[src/rtl/box_finder.sv]
// Raster-scans one frame for STAR_COL pixels and hands their bounding box to a box drawer.
// Optional feature macro BOX_MARGIN_EN: grow the issued box by one pixel per side, clamped.
module box_finder #(
   parameter int unsigned      xSz      = 8,
   parameter int unsigned      ySz      = 7,
   parameter int unsigned      colSz    = 3,
   parameter int unsigned      XMAX     = 159,
   parameter int unsigned      YMAX     = 119,
   parameter logic [colSz-1:0] STAR_COL = 3'b111
) (
   input  logic             clk,
   input  logic             reset,
   input  logic             start,
   output logic [xSz-1:0]   memX,
   output logic [ySz-1:0]   memY,
   output logic             memRd,
   input  logic [colSz-1:0] memData,
   output logic [xSz-1:0]   xLeft,
   output logic [xSz-1:0]   xRight,
   output logic [ySz-1:0]   yTop,
   output logic [ySz-1:0]   yBottom,
   output logic             goDraw,
   input  logic             doneDraw,
   output logic             busy,
   output logic             found,
   output logic             doneFind
);

   localparam logic [xSz-1:0] XLast = xSz'(XMAX);
   localparam logic [ySz-1:0] YLast = ySz'(YMAX);
   localparam logic [xSz-1:0] XOne  = xSz'(1);
   localparam logic [ySz-1:0] YOne  = ySz'(1);

   typedef enum logic [2:0] {
      StIdle, StScan, StDrain, StIssue, StWaitDraw, StFinish
   } state_e;

   state_e         r_state, w_state_nxt;
   logic [xSz-1:0] r_x, r_dx, r_min_x, r_max_x, r_xl, r_xr;
   logic [ySz-1:0] r_y, r_dy, r_min_y, r_max_y, r_yt, r_yb;
   logic           r_vld, r_found;

   logic           w_start_ok, w_scan_last, w_hit, w_found_nxt;
   logic [xSz-1:0] w_min_x_nxt, w_max_x_nxt, w_xl, w_xr;
   logic [ySz-1:0] w_min_y_nxt, w_max_y_nxt, w_yt, w_yb;

   assign w_start_ok  = (r_state == StIdle) && start;
   assign w_scan_last = (r_x == XLast) && (r_y == YLast);

   // Pixel data lags the address by one cycle, so the compare uses the delayed address.
   assign w_hit       = r_vld && (memData == STAR_COL);
   assign w_found_nxt = r_found | w_hit;
   assign w_min_x_nxt = (w_hit && (r_dx < r_min_x)) ? r_dx : r_min_x;
   assign w_max_x_nxt = (w_hit && (r_dx > r_max_x)) ? r_dx : r_max_x;
   assign w_min_y_nxt = (w_hit && (r_dy < r_min_y)) ? r_dy : r_min_y;
   assign w_max_y_nxt = (w_hit && (r_dy > r_max_y)) ? r_dy : r_max_y;

   always_comb begin
`ifdef BOX_MARGIN_EN
      w_xl = (w_min_x_nxt == '0)    ? '0    : w_min_x_nxt - XOne;
      w_xr = (w_max_x_nxt == XLast) ? XLast : w_max_x_nxt + XOne;
      w_yt = (w_min_y_nxt == '0)    ? '0    : w_min_y_nxt - YOne;
      w_yb = (w_max_y_nxt == YLast) ? YLast : w_max_y_nxt + YOne;
`else
      w_xl = w_min_x_nxt;
      w_xr = w_max_x_nxt;
      w_yt = w_min_y_nxt;
      w_yb = w_max_y_nxt;
`endif
   end

   always_ff @(posedge clk) begin
      if (reset) r_state <= StIdle;
      else       r_state <= w_state_nxt;
   end

   always_comb begin
      w_state_nxt = r_state;
      unique case (r_state)
         StIdle:     if (start) w_state_nxt = StScan;
         StScan:     if (w_scan_last) w_state_nxt = StDrain;
         StDrain:    w_state_nxt = w_found_nxt ? StIssue : StFinish;
         StIssue:    w_state_nxt = StWaitDraw;
         StWaitDraw: if (doneDraw) w_state_nxt = StFinish;
         StFinish:   w_state_nxt = StIdle;
         default:    w_state_nxt = StIdle;
      endcase
   end

   always_ff @(posedge clk) begin
      if (reset || w_start_ok) begin
         r_x <= '0;
         r_y <= '0;
      end else if (r_state == StScan) begin
         if (r_x == XLast) begin
            r_x <= '0;
            r_y <= (r_y == YLast) ? '0 : r_y + YOne;
         end else begin
            r_x <= r_x + XOne;
         end
      end
   end

   always_ff @(posedge clk) begin
      if (reset) begin
         r_vld <= 1'b0;
         r_dx  <= '0;
         r_dy  <= '0;
      end else begin
         r_vld <= (r_state == StScan);
         r_dx  <= r_x;
         r_dy  <= r_y;
      end
   end

   always_ff @(posedge clk) begin
      if (reset || w_start_ok) begin
         r_min_x <= XLast;
         r_max_x <= '0;
         r_min_y <= YLast;
         r_max_y <= '0;
         r_found <= 1'b0;
      end else begin
         r_min_x <= w_min_x_nxt;
         r_max_x <= w_max_x_nxt;
         r_min_y <= w_min_y_nxt;
         r_max_y <= w_max_y_nxt;
         r_found <= w_found_nxt;
      end
   end

   // Box is latched as DRAIN folds in the last pixel, so it is valid in ISSUE and held after.
   always_ff @(posedge clk) begin
      if (reset || w_start_ok) begin
         r_xl <= '0;
         r_xr <= '0;
         r_yt <= '0;
         r_yb <= '0;
      end else if ((r_state == StDrain) && w_found_nxt) begin
         r_xl <= w_xl;
         r_xr <= w_xr;
         r_yt <= w_yt;
         r_yb <= w_yb;
      end
   end

   assign memX     = r_x;
   assign memY     = r_y;
   assign memRd    = (r_state == StScan);
   assign goDraw   = (r_state == StIssue);
   assign doneFind = (r_state == StFinish);
   assign busy     = (r_state != StIdle);
   assign found    = r_found;
   assign xLeft    = r_xl;
   assign xRight   = r_xr;
   assign yTop     = r_yt;
   assign yBottom  = r_yb;

endmodule

[config.mk]
export PLATFORM = sky130hd
export DESIGN_NAME = box_finder
export DESIGN_NICKNAME = d
export VERILOG_FILES = /design/src/rtl/box_finder.sv
export SDC_FILE = /design/constraint.sdc
export NUM_CORES = 1
export LEC_CHECK = 0
export ABC_AREA = 1
export ABC_CLOCK_PERIOD_IN_PS = 1970
export CORE_MARGIN = 2
export CORE_UTILIZATION = 36
export DETAILED_ROUTE_END_ITERATION = 7
export GPL_TIMING_DRIVEN = 0
export PLACE_DENSITY = 0.53
export SLEW_MARGIN = 20
export SYNTH_ARGS = -nofsm -noshare
export SYNTH_HDL_FRONTEND = slang
export SYNTH_SLANG_ARGS = --single-unit
[constraint.sdc]
create_clock -name clk -period 1.97 [get_ports clk]
set_input_delay 0.2955 -clock clk [delete_from_list [all_inputs] [get_ports clk]]
set_output_delay 0.2955 -clock clk [all_outputs]
set_load 0.01 [all_outputs]
After elaboration in Yosys (flattened, before gate mapping) --
Index checks and enable logic that the tools add are counted.
Operators by class: add/sub/neg operators 2, $mul 0, divide/modulo/power cells 0, order comparisons 4, eq/ne operators 11, shift operators 0, mux-type cells 11, bitwise operators 1, reductions and logical operators 13
Operator list (number):
- $mux W8 | 3
- $mux W7 | 3
- $pmux W3 S5 | 1
- $mux W3 | 4
- $eq A3 B3 Y1 const B | 3
- $add A8 B1 Y8 const B | 1
- $eq A8 B8 Y1 const B | 1
- $gt A8 B8 Y1 | 1
- $logic_and A1 B1 Y1 | 8
- $lt A8 B8 Y1 | 1
- $add A7 B1 Y7 const B | 1
- $eq A7 B7 Y1 const B | 1
- $gt A7 B7 Y1 | 1
- $lt A7 B7 Y1 | 1
- $eq A3 B2 Y1 const B | 2
- $ne A2 B2 Y1 const B | 2
- $eq A3 B1 Y1 const B | 1
- $logic_not A3 Y1 | 1
- $reduce_and A3 Y1 | 1
- $reduce_bool A3 Y1 | 1
- $ne A2 B1 Y1 const B | 1
- $reduce_and A2 Y1 | 1
- $logic_or A1 B1 Y1 | 1
- $or A1 B1 Y1 | 1
Word-level totals: register bits 95, bits in latches 0, RAM bits 0, bits in read-only memories 0, output and inout bits 50, memories 0

Depth between registers and ports, before layout --
depth after elaboration 5, mapped depth 14, mapped depth without buffers 14

Worst setup path after synthesis --
Ideal clock, no wire load.
path type flip-flop to flip-flop, from reg r_max_y[6], to reg r_yb[6] (netlist: yBottom[6]), library setup time 0.109 ns, arrival time 1.500 ns, data required time 1.861 ns, setup slack 0.361 ns, cell stages (with the launch flop) 12, path buffers 0, clock period less this slack 1.609 ns, cells stage by stage dfxtp_1 inv_1 ha_1 nand2_1 nor2_1 nand2_1 nand2_1 nand2_1 nand2_1 nand3_1 nand2_1 inv_1
Between the ends: longest elaborated chain between the ends 3
RTL lines:
- from (decl) | line 40 | logic [ySz-1:0] r_y, r_dy, r_min_y, r_max_y, r_yt, r_yb;
- from (signal assigned) | line 127 | r_max_y <= w_max_y_nxt;
- $gt A7 B7 Y1 | line 56 | assign w_max_y_nxt = (w_hit && (r_dy > r_max_y)) ? r_dy : r_max_y;
- $logic_and A1 B1 Y1 | line 56
- $mux W7 (*) | line 56
- to (signal assigned) | line 143 | r_yb <= w_yb;
- to (decl) | line 40
Mark *: on every way between the ends. The rest lies on a longest branch, timed or not. A chain may end at the register's enable or synchronous reset.

Worst setup path after layout --
from reg r_dy[6], to reg r_yb[5] (netlist: yBottom[5])
Between the ends: longest elaborated chain between the ends 3
RTL lines:
- from (decl) | line 40
- from (signal assigned) | line 112 | r_dy <= r_y;
- $gt A7 B7 Y1 | line 56
- $logic_and A1 B1 Y1 | line 56
- $mux W7 | line 56
Every way passes these cells.

==> flow_metrics.tcl <==
set metrics [dict create \
    timing_hold_violations_final 0 \
    hold_depth 2 \
    clockBufferDepth 2 \
    synth.ff_latch_count 95 \
    grt.total_usage_pct 17.2 \
    port_buffers 56 \
    std_cell_rows 40 \
    end_kind "flip-flop" \
    holdCritPathClass "flip-flop to flip-flop" \
    dp.cells 840 \
    cts_tree "yes" \
    final_area_um2 5620 \
    drt_iter0_markers 176 \
    wl_per_cell_um 12.3 \
    cp.required_ns 2.22 \
    finalCriticalPeriod_ns 1.85 \
    pre_cts_ws_ns -0.266 \
    slew_headroom_pct 67.2 \
    syn_avg_cell_area_um2 7.30 \
    path_common_cell "nand2_1" \
    power.density_nw_per_um2 708 \
    arrival_ns 2.10 \
    nets 722 \
    ioPinCount 57 \
    cp_top_family "simple AND/OR/NAND/NOR gates" \
    r2r_start "r_dy[6]" \
    cp_max_fo 8 \
    reg2reg_depth 10 \
    routed_wl_um 10600 \
    cpPeakStageDelay_ns 0.36 \
    grt_pass1_wl_um 17800 \
    leakage_nw 2.58 \
    finalSetupViolations 0 \
    ir_drop_mv 0.424 \
    post_layout_nonfiller_instances 858 \
    ant_nets 0 \
    yosys_warnings 0 \
    yosys.area.top_type "dfxtp_1" \
    clock-sinks 95 \
    async_reset_ff_share_pct 0 \
    path_cells "ha_1, nand2_1, nor2_1, nand2_1, nand2_2, nand2_2, nand2_1, nand3_1, nand2_1, inv_1" \
    drc 0 \
    crit_buf_inv 1 \
    ys_seq_area_share_pct 42.3 \
    grt_pass1_vias 3611 \
    die_h_um 116 \
    hold_start "r_min_y[1]" \
    holdPathEnd "r_min_y[1]" \
    grt_overflow 0 \
    die_w_um 116 \
    max_freq_mhz 541 \
    synth_common_cells "nand2_1 (117), nor2_1 (99), dfxtp_1 (95)" \
    max_cap_violations 0 \
    drive_gt1_share_pct 8.41 \
    crit_type "flip-flop to flip-flop" \
    synth_top_area_share_pct 42.3 \
    synth-edff-count 0 \
    synthTopCellsByArea "dfxtp_1 (42%), nand2_1 (9.8%), nand3_1 (8.8%)" \
    yosysMostFrequentCell "nand2_1" \
    antenna_found_initial 0 \
    avgViaCountPerCell 4.57 \
    hpwl_um 7860 \
    synth-main-ff-cell "dfxtp_1" \
    synth_fp_nets 653 \
    grt_max_degree 16 \
    netlist_area_um2 4500 \
    initial_utilization_pct 37.1 \
    syn-instance-count 616 \
    clock_latency_ns 0.35 \
    cts-buffers-inserted 9 \
    slowest_stage "dfxtp_1" \
    antennaDiodeCount 0 \
    place.gp.congestion 0.839 \
    syn_to_final_growth_pct 25.0 \
    worst_slew_pin_slew_ns 0.491 \
    h-tree-depth 3 \
    fin_ws_ns 0.121 \
    period_share_pct 93.8 \
    final_core_util_pct 46.4 \
    synth_cell_types 33 \
    finalMaxSlewViolations 0 \
    drtPass1Iterations 4 \
    placedInstanceArea_um2 5270 \
    core-area_um2 12100 \
    clkSlewWorstSetupHoldPaths_ns 0.07 \
    die_area_um2 13400 \
    r2r_end "yBottom[5]" \
    clockRootBuffer "clkbuf_16" \
    num_vias 3921 \
    r2r_setup_slack_ns 0.12 \
    status "completed" \
    critPathLaunchType "flip-flop" \
    finClkSkew_ns 0.00630 \
]
-- tightest hold or removal path, cell delays in order, from the launching register on --
cell,delay [ns]
dfxtp_1,0.33
nand2_1,0.07
nand3_1,0.06
-- kinds of logic (layout without fill, tap and decap cells) --
kind of cell               Yosys count  in the layout  share of synthesized area [%]
and+or+nand+nor                    322            322                           31.8
xor gates and xnor gates             3              3                          0.584
adders and majority gates           30             30                           8.34
DFF                                 95             95                           42.3
AOI/OAI and AO/OA                   54             54                           7.12
buffers and inverters              112            186                           9.90
-- timing repair --
action	CTS	global route
resized for setup	4	7
endpoints found under the setup margin	7	39
hold buffers	0	0
buffers inserted	0	2
pin swaps	0	1
-- stage by stage --
stage / power, mW / setup TNS [ns] / hold WS [ns]
2_1_floorplan: 2.14 / 0 / 0.447
3_3_place_gp: 2.23 / -5.77 / 0.462
3_5_place_dp: 2.23 / -6.06 / 0.471
4_1_cts: 4.01 / 0 / 0.487
5_1_grt: 4.12 / -0.00163 / 0.508
6_report: 3.98 / 0 / 0.483
-- report_power, final --
part / total [mW] / internal, mW / switching [mW]
clock network: 1.78 / 1.02 / 0.764
logic: 0.238 / 0.0797 / 0.158
registers: 1.96 / 1.94 / 0.0181
total: 3.98 / 3.04 / 0.940
-- layer usage --
layer  up-vias  GRT usage (%)  part of all wire [%]
li1       2093              -                     -
met1      1721           25.1                    53
met2        94           24.2                    41
met3        13           4.60                   5.0
met4         0           6.51                   1.6
met5         -              0                     0
-- state kept, by name, summed over array words and instances (netlist names), 8 cells and up --
register / cells
memX: 8
r_max_x: 8
r_dx: 8
xRight: 8
xLeft: 8
r_min_x: 8
-- cell type report --
cell class	instances	area, µm²
sequential	95	1900
inverter	97	367
timing repair buffer	58	596
clock inverter	5	56.3
buffer	15	81.3
fill	1312	6490
tap	168	210
clock buffer	11	243
multi-input combinational	409	2160
-- worst max-delay path by stage --
stage / startpoint / to / cells after the start
2_1_floorplan: r_max_y[6] / yBottom[6] / 11
3_3_place_gp: memData[1] / yBottom[5] / 10
3_5_place_dp: memData[1] / yBottom[5] / 10
4_1_cts: r_dy[6] / yBottom[5] / 10
5_1_grt: r_max_x[7] / xRight[0] / 11
6_report: r_dy[6] / yBottom[5] / 10
-- layout by cell type (no fill, tap or decap), types with 2 or more instances in the layout --
cell	count
nor2_1	98
nor3_1	5
nor2_2	2
xor2_1	3
inv_2	3
ha_1	30
nor2_4	4
inv_1	93
nand2_2	8
nand2_1	113
buf_2	11
dlymetal6s2s_1	3
clkinv_2	2
dfxtp_2	2
nand4_1	3
a21o_1	3
nand3_1	79
clkbuf_16	9
dfxtp_1	93
buf_4	2
clkdlybuf4s50_1	53
clkbuf_1	3
o21ai_0	8
a21oi_1	38
nor3b_1	3
No activity file was read; power rests on OpenSTA's default activity.
